## src/rtl/ahb_decoder_resp_mux_if.sv

```systemverilog
// Bus bundle between an AHB master/slave fabric and the decoder/response mux.
// The slave modport is the decoder's view; the master modport drives the requests and slave responses.
interface ahb_decoder_resp_mux_if #(
  parameter int NO_OF_SLAVES = 4,
  parameter int ADDR_WIDTH   = 32,
  parameter int DATA_WIDTH   = 32
);
  logic [ADDR_WIDTH-1:0]              HADDR;
  logic [1:0]                         HTRANS;
  logic [NO_OF_SLAVES-1:0]            HSEL;
  logic                               HSEL_DEFAULT;
  logic [NO_OF_SLAVES*DATA_WIDTH-1:0] hrdata_s;
  logic [NO_OF_SLAVES-1:0]            hready_s;
  logic [2*NO_OF_SLAVES-1:0]          hresp_s;
  logic [DATA_WIDTH-1:0]              hrdata_default;
  logic                               hready_default;
  logic [1:0]                         hresp_default;
  logic [DATA_WIDTH-1:0]              HRDATA;
  logic                               HREADY;
  logic [1:0]                         HRESP;
  logic                               timeout_err;

  modport slave (
    input  HADDR, HTRANS, hrdata_s, hready_s, hresp_s,
           hrdata_default, hready_default, hresp_default,
    output HSEL, HSEL_DEFAULT, HRDATA, HREADY, HRESP, timeout_err
  );

  modport master (
    output HADDR, HTRANS, hrdata_s, hready_s, hresp_s,
           hrdata_default, hready_default, hresp_default,
    input  HSEL, HSEL_DEFAULT, HRDATA, HREADY, HRESP, timeout_err
  );
endinterface

```

## src/rtl/ahb_decoder_resp_mux.sv

```systemverilog
// AHB address decoder plus data-phase response mux, with a watchdog that ends
// over-long slave stalls with a two-cycle ERROR response.
module ahb_decoder_resp_mux #(
  parameter int NO_OF_SLAVES   = 4,
  parameter int ADDR_WIDTH     = 32,
  parameter int DATA_WIDTH     = 32,
  parameter logic [NO_OF_SLAVES*ADDR_WIDTH-1:0] SLAVE_BASE = '0,
  parameter logic [NO_OF_SLAVES*ADDR_WIDTH-1:0] SLAVE_MASK = '0,
  parameter int TIMEOUT_CYCLES = 16
) (
  input logic HCLK,
  input logic HRESET,
  ahb_decoder_resp_mux_if.slave bus
);
  localparam int NS = NO_OF_SLAVES;
  localparam int AW = ADDR_WIDTH;
  localparam int DW = DATA_WIDTH;
  localparam int CW = $clog2(TIMEOUT_CYCLES + 1);
  localparam logic [CW-1:0] LIMIT = CW'(TIMEOUT_CYCLES - 1);
  localparam logic [1:0] OKAY = 2'b00, ERROR = 2'b01;
  localparam logic [1:0] NONSEQ = 2'b10, SEQ = 2'b11;

  typedef enum logic [1:0] {NORMAL, ERR1, ERR2} state_e;

  state_e         state_q, state_d;
  logic [NS:0]    dsel_q, dsel_d;
  logic [CW-1:0]  wait_cnt_q, wait_cnt_d;
  logic           terr_q, terr_d;

  logic [NS-1:0]  hsel;
  logic           hit;
  logic [DW-1:0]  sel_data, hrdata;
  logic           sel_ready, hready, active, stalled;
  logic [1:0]     sel_resp, hresp;

  // Lowest index wins so overlapping windows still give a one-hot select.
  always_comb begin
    hsel = '0;
    hit  = 1'b0;
    for (int i = 0; i < NS; i++) begin
      if (!hit && ((bus.HADDR & SLAVE_MASK[i*AW +: AW]) == SLAVE_BASE[i*AW +: AW])) begin
        hsel[i] = 1'b1;
        hit     = 1'b1;
      end
    end
  end

  always_comb begin
    sel_data  = '0;
    sel_ready = 1'b1;
    sel_resp  = OKAY;
    for (int i = 0; i < NS; i++) begin
      if (dsel_q[i]) begin
        sel_data  = bus.hrdata_s[i*DW +: DW];
        sel_ready = bus.hready_s[i];
        sel_resp  = bus.hresp_s[2*i +: 2];
      end
    end
    if (dsel_q[NS]) begin
      sel_data  = bus.hrdata_default;
      sel_ready = bus.hready_default;
      sel_resp  = bus.hresp_default;
    end
  end

  assign active  = |dsel_q;
  assign stalled = (state_q == NORMAL) && active && !sel_ready;

  // While the watchdog owns the bus the stalled slave is ignored entirely.
  always_comb begin
    hrdata = '0;
    hready = 1'b1;
    hresp  = OKAY;
    case (state_q)
      NORMAL: begin
        if (active) begin
          hrdata = sel_data;
          hready = sel_ready;
          hresp  = sel_resp;
        end
      end
      ERR1: begin
        hready = 1'b0;
        hresp  = ERROR;
      end
      ERR2: hresp = ERROR;
      default: ;
    endcase
  end

  always_comb begin
    dsel_d     = dsel_q;
    state_d    = state_q;
    wait_cnt_d = wait_cnt_q;
    terr_d     = 1'b0;
    if (hready) begin
      dsel_d = ((bus.HTRANS == NONSEQ) || (bus.HTRANS == SEQ)) ? {~hit, hsel} : '0;
    end
    case (state_q)
      NORMAL: begin
        if (stalled) begin
          if (wait_cnt_q == LIMIT) begin
            state_d    = ERR1;
            wait_cnt_d = '0;
            terr_d     = 1'b1;
          end else begin
            wait_cnt_d = wait_cnt_q + CW'(1);
          end
        end else begin
          wait_cnt_d = '0;
        end
      end
      ERR1:    state_d = ERR2;
      ERR2:    state_d = NORMAL;
      default: state_d = NORMAL;
    endcase
  end

  always_ff @(posedge HCLK) begin
    if (HRESET) begin
      dsel_q     <= '0;
      state_q    <= NORMAL;
      wait_cnt_q <= '0;
      terr_q     <= 1'b0;
    end else begin
      dsel_q     <= dsel_d;
      state_q    <= state_d;
      wait_cnt_q <= wait_cnt_d;
      terr_q     <= terr_d;
    end
  end

  assign bus.HSEL         = hsel;
  assign bus.HSEL_DEFAULT = ~hit;
  assign bus.HRDATA       = hrdata;
  assign bus.HREADY       = hready;
  assign bus.HRESP        = hresp;
  assign bus.timeout_err  = terr_q;
endmodule

```

## src/flat_wrapper.sv

```systemverilog
// flat-port wrapper written by rule: the top's interface ports become plain ports
module ahb_decoder_resp_mux_flat 
#(
  parameter int NO_OF_SLAVES   = 4,
  parameter int ADDR_WIDTH     = 32,
  parameter int DATA_WIDTH     = 32,
  parameter logic [NO_OF_SLAVES*ADDR_WIDTH-1:0] SLAVE_BASE = '0,
  parameter logic [NO_OF_SLAVES*ADDR_WIDTH-1:0] SLAVE_MASK = '0,
  parameter int TIMEOUT_CYCLES = 16
)
  (HCLK, HRESET, bus_HADDR, bus_HTRANS, bus_hrdata_s, bus_hready_s, bus_hresp_s, bus_hrdata_default, bus_hready_default, bus_hresp_default, bus_HSEL, bus_HSEL_DEFAULT, bus_HRDATA, bus_HREADY, bus_HRESP, bus_timeout_err);
  ahb_decoder_resp_mux_if #(.NO_OF_SLAVES(NO_OF_SLAVES), .ADDR_WIDTH(ADDR_WIDTH), .DATA_WIDTH(DATA_WIDTH)) bus_i ();
  input logic HCLK;
  input logic HRESET;
  input wire logic [$bits(bus_i.HADDR)-1:0] bus_HADDR;
  input wire logic [$bits(bus_i.HTRANS)-1:0] bus_HTRANS;
  input wire logic [$bits(bus_i.hrdata_s)-1:0] bus_hrdata_s;
  input wire logic [$bits(bus_i.hready_s)-1:0] bus_hready_s;
  input wire logic [$bits(bus_i.hresp_s)-1:0] bus_hresp_s;
  input wire logic [$bits(bus_i.hrdata_default)-1:0] bus_hrdata_default;
  input wire logic [$bits(bus_i.hready_default)-1:0] bus_hready_default;
  input wire logic [$bits(bus_i.hresp_default)-1:0] bus_hresp_default;
  output wire logic [$bits(bus_i.HSEL)-1:0] bus_HSEL;
  output wire logic [$bits(bus_i.HSEL_DEFAULT)-1:0] bus_HSEL_DEFAULT;
  output wire logic [$bits(bus_i.HRDATA)-1:0] bus_HRDATA;
  output wire logic [$bits(bus_i.HREADY)-1:0] bus_HREADY;
  output wire logic [$bits(bus_i.HRESP)-1:0] bus_HRESP;
  output wire logic [$bits(bus_i.timeout_err)-1:0] bus_timeout_err;
  assign bus_i.HADDR = bus_HADDR;
  assign bus_i.HTRANS = bus_HTRANS;
  assign bus_i.hrdata_s = bus_hrdata_s;
  assign bus_i.hready_s = bus_hready_s;
  assign bus_i.hresp_s = bus_hresp_s;
  assign bus_i.hrdata_default = bus_hrdata_default;
  assign bus_i.hready_default = bus_hready_default;
  assign bus_i.hresp_default = bus_hresp_default;
  assign bus_HSEL = bus_i.HSEL;
  assign bus_HSEL_DEFAULT = bus_i.HSEL_DEFAULT;
  assign bus_HRDATA = bus_i.HRDATA;
  assign bus_HREADY = bus_i.HREADY;
  assign bus_HRESP = bus_i.HRESP;
  assign bus_timeout_err = bus_i.timeout_err;
  ahb_decoder_resp_mux #(.NO_OF_SLAVES(NO_OF_SLAVES), .ADDR_WIDTH(ADDR_WIDTH), .DATA_WIDTH(DATA_WIDTH), .SLAVE_BASE(SLAVE_BASE), .SLAVE_MASK(SLAVE_MASK), .TIMEOUT_CYCLES(TIMEOUT_CYCLES)) u_core (.HCLK(HCLK), .HRESET(HRESET), .bus(bus_i));
endmodule
```

## config.mk

```make
export PLATFORM = sky130hd
export DESIGN_NAME = ahb_decoder_resp_mux_flat
export DESIGN_NICKNAME = d
export VERILOG_FILES = /design/src/rtl/ahb_decoder_resp_mux_if.sv /design/src/rtl/ahb_decoder_resp_mux.sv /design/src/flat_wrapper.sv
export SDC_FILE = /design/constraint.sdc
export NUM_CORES = 1
export LEC_CHECK = 0
export ABC_AREA = 1
export ABC_CLOCK_PERIOD_IN_PS = 3900
export BUFFER_PORTS_ARGS = -buffer_cell sky130_fd_sc_hd__buf_4
export CAP_MARGIN = 0
export CORE_AREA = 10 10 90 92
export DETAILED_ROUTE_END_ITERATION = 7
export DIE_AREA = 0 0 100 102
export REMOVE_ABC_BUFFERS = 1
export SYNTH_ARGS = -nofsm -noshare
export SYNTH_HDL_FRONTEND = slang
export SYNTH_SLANG_ARGS = --single-unit
```

## constraint.sdc

```tcl
create_clock -name HCLK -period 3.9 [get_ports HCLK]
set_clock_uncertainty 0.1 [all_clocks]
set_input_delay 0 -clock HCLK [delete_from_list [all_inputs] [get_ports HCLK]]
set_output_delay 0 -clock HCLK [all_outputs]
set_load 0.03 [all_outputs]
```

==> impl_metrics.json <==
{
  "outcome": "completed",
  "timing.rr.end": "u_core.dsel_q[0]",
  "holdBufCountCts": 3,
  "timing.slew.headroom_pct": 29.0,
  "rsz_0062_raised_after_global_routing": "false",
  "totalNegativeSetupSlack_ns": 0,
  "worst_hold_path_startpoint": "bus_hrdata_s[12]",
  "vias_per_cell": 3.59,
  "grtUsageTotal_pct": 6.57,
  "timing.final.max_slew_violations": 0,
  "worstHoldEndpoint": "bus_HRDATA[12]",
  "initial_core_util_pct": 13.0,
  "synth.yosys.warnings": 0,
  "detail_route.wirelength_um": 3490,
  "timing.reg2reg.setup_slack_ns": 2.34,
  "vdd_ir_drop_max_uv": 143,
  "grt_first_pass_wirelength_um": 5520,
  "cts.sinks": 9,
  "setup_viol": 0,
  "io_pins": 252,
  "finalHoldViolations": 0,
  "post-cts-setup-buffers": 0,
  "synth-seq-area-share_pct": 22.1,
  "cts_tree": "yes",
  "cp_max_fo": 33,
  "detail_route.first_pass.iterations": 4,
  "initial_antenna_violation_count": 1,
  "leakage_power_summed_over_all_cells_nw": 0.904,
  "critPathLaunchType": "flip-flop",
  "worst_setup_path_end_kind": "primary output",
  "min_path_type": "input port to primary output",
  "tightest_slew_ns": 1.06,
  "grt_start_max_net_pins": 34,
  "final.min_clock_period_ns": 2.23,
  "via_count_of_the_first_global_routing_pass": 1116,
  "remaining_drc_errors": 0,
  "placeableCoreArea_um2": 6280,
  "cts_buffer_depth": 2,
  "die_area_um2": 10200,
  "drt-initial-drc-count": 13,
  "clock_tree_root_driver_cell": "sky130_fd_sc_hd__clkbuf_8",
  "crit_slowest_cell": "sky130_fd_sc_hd__nand2_1",
  "crit_arrival_ns": 2.13,
  "routedWlPerCell_um": 11.7,
  "post_dp_cell_area_um2": 1420,
  "ant_nets": 0,
  "worst_setup_hold_path_clk_slew_ns": 0.04,
  "place.gp.congestion": 0.772,
  "mappedNetlistArea_um2": 817,
  "power.density_cell_area_nw_per_um2": 220,
  "finalCritPeriodShare_pct": 57.1,
  "critical_path_cell_count": 5,
  "post_synth_inst_count": 147,
  "clock_insertion_delay_worst_skew_ns": 0.23,
  "placedCellCount": 292,
  "cts_htree_levels": 1,
  "ys_ff_latch": 9,
  "antenna_cells": 0,
  "worst-path-buf-inv": 2,
  "grt_overflow": 0,
  "syn_to_final_growth_pct": 83.0,
  "utilization_pct": 23.8,
  "yosys.cell_types.count": 19,
  "row_count": 29,
  "cts_inserted_buffers": 3,
  "rr_worst_depth": 7,
  "numPortBuffers": 73,
  "crit_family": "simple AND/OR/NAND/NOR gates",
  "post_synth.cell_area_avg_um2": 5.56,
  "path_class": "flip-flop to primary output",
  "layoutNonFillerInstCount": 299,
  "worstReg2RegStart": "u_core.state_q[0]",
  "worst-endpoint-required_ns": 3.80,
  "hold_path_depth": 4,
  "dpl.hpwl_um": 3030,
  "drive_gt1_share_pct": 35.1,
  "fp.dieH_um": 102,
  "longest_individual_stage_delay_on_the_worst_path_ns": 0.78,
  "die_w_um": 100,
  "fmax_mhz": 449,
  "path_cells": "inv_1, ha_1, nand2_1, nor2_1, buf_4",
  "final_nets": 440,
  "maxCapViolations": 0,
  "vias": 1072,
  "final_std_cell_area_no_fill_um2": 1500,
  "number_of_gates_resized_after_cts": 0
}
-- metrics by stage --
step / hold slack [ns] / total power, mW / setup slack (ns)
floorplan: -0.0309 / 0.162 / 2.20
global placement: 0.102 / 0.224 / 1.85
detailed placement: 0.108 / 0.225 / 1.87
CTS: 0.237 / 0.334 / 1.63
global route: 0.244 / 0.349 / 1.44
finish: 0.235 / 0.330 / 1.67
-- tightest hold or removal path: cells and delay by family --
family / cells / cell delay [ns]
buffers and inverters: 3 / 0.31
and+or+nand+nor: 1 / 0.03
-- metal layers --
layer	up-vias	track usage [%]	part of all wire, %
li1	554	-	-
met2	60	9.71	37
met4	2	1.63	0.029
met3	2	5.26	19
met1	454	7.18	43
met5	-	0	0.20
-- final cells by class --
| cell class | count | area [um^2] |
|---|---|---|
| clock buffer | 4 | 45.0 |
| fill | 740 | 4780 |
| inverter | 47 | 176 |
| multi-input combinational | 86 | 419 |
| sequential | 9 | 180 |
| tap | 77 | 96.3 |
| timing repair buffer | 76 | 578 |
-- flip-flops by register name, summed over array words and instances (netlist names) --
register / cells
u_core.wait_cnt_q: 5
u_core.dsel_q: 1
u_core.state_q: 2
u_core.bus.timeout_err: 1
-- power by group --
part / internal (mW) / leakage (nW) / switching (mW) / total (mW)
clock: 0.0710 / 0.0228 / 0.0344 / 0.105
combinational: 0.0545 / 0.808 / 0.0742 / 0.129
sequential: 0.0938 / 0.0729 / 0.00176 / 0.0955
total: 0.219 / 0.904 / 0.110 / 0.330
-- logic make-up after synthesis --
kind of cell | count (synthesis) | synth area share, %
AOI/OAI and AO/OA | 11 | 7.51
xor gates and xnor gates | 1 | 1.07
adders and majority gates | 6 | 9.19
other | 2 | 0.919
buffers and inverters | 55 | 28.0
DFF | 9 | 22.1
and+or+nand+nor | 63 | 31.2
-- Yosys cell counts, drive strengths merged --
cell type / n / share of area [%]
conb: 2 / 0.92
nand3: 5 / 3.7
o21a: 1 / 0.92
a31oi: 1 / 0.77
nand4: 1 / 0.77
inv: 47 / 22
buf: 8 / 6.4
a21oi: 6 / 3.7
dfxtp: 9 / 22
o21bai: 1 / 0.92
o21ai: 2 / 1.2
nor3: 2 / 1.2
xor2: 1 / 1.1
nor2: 38 / 18
ha: 6 / 9.2
nand2: 17 / 7.8
-- how the worst max path moves through the flow --
stage / from / to / slack, ns
floorplan: u_core.state_q[1] / bus_HRDATA[0] / 2.20
global placement: u_core.state_q[0] / bus_HRESP[1] / 1.85
detailed placement: u_core.state_q[0] / bus_HRESP[1] / 1.87
CTS: u_core.state_q[0] / bus_HRESP[1] / 1.63
global route: u_core.state_q[0] / bus_HRESP[1] / 1.44
finish: u_core.state_q[0] / bus_HRESP[1] / 1.67
-- cells in the final DEF, fill, tap and decap left out, types with 2 or more instances in the layout --
master,instances
sky130_fd_sc_hd__nor3_1,2
sky130_fd_sc_hd__dlygate4sd3_1,3
sky130_fd_sc_hd__buf_4,73
sky130_fd_sc_hd__o21ai_0,2
sky130_fd_sc_hd__clkbuf_8,3
sky130_fd_sc_hd__dfxtp_1,9
sky130_fd_sc_hd__nor2_1,37
sky130_fd_sc_hd__inv_1,47
sky130_fd_sc_hd__conb_1,5
sky130_fd_sc_hd__ha_1,6
sky130_fd_sc_hd__nand2_1,17
sky130_fd_sc_hd__nand3_1,4
sky130_fd_sc_hd__a21oi_1,6
Note: power is estimated with default switching activity, not from simulation.
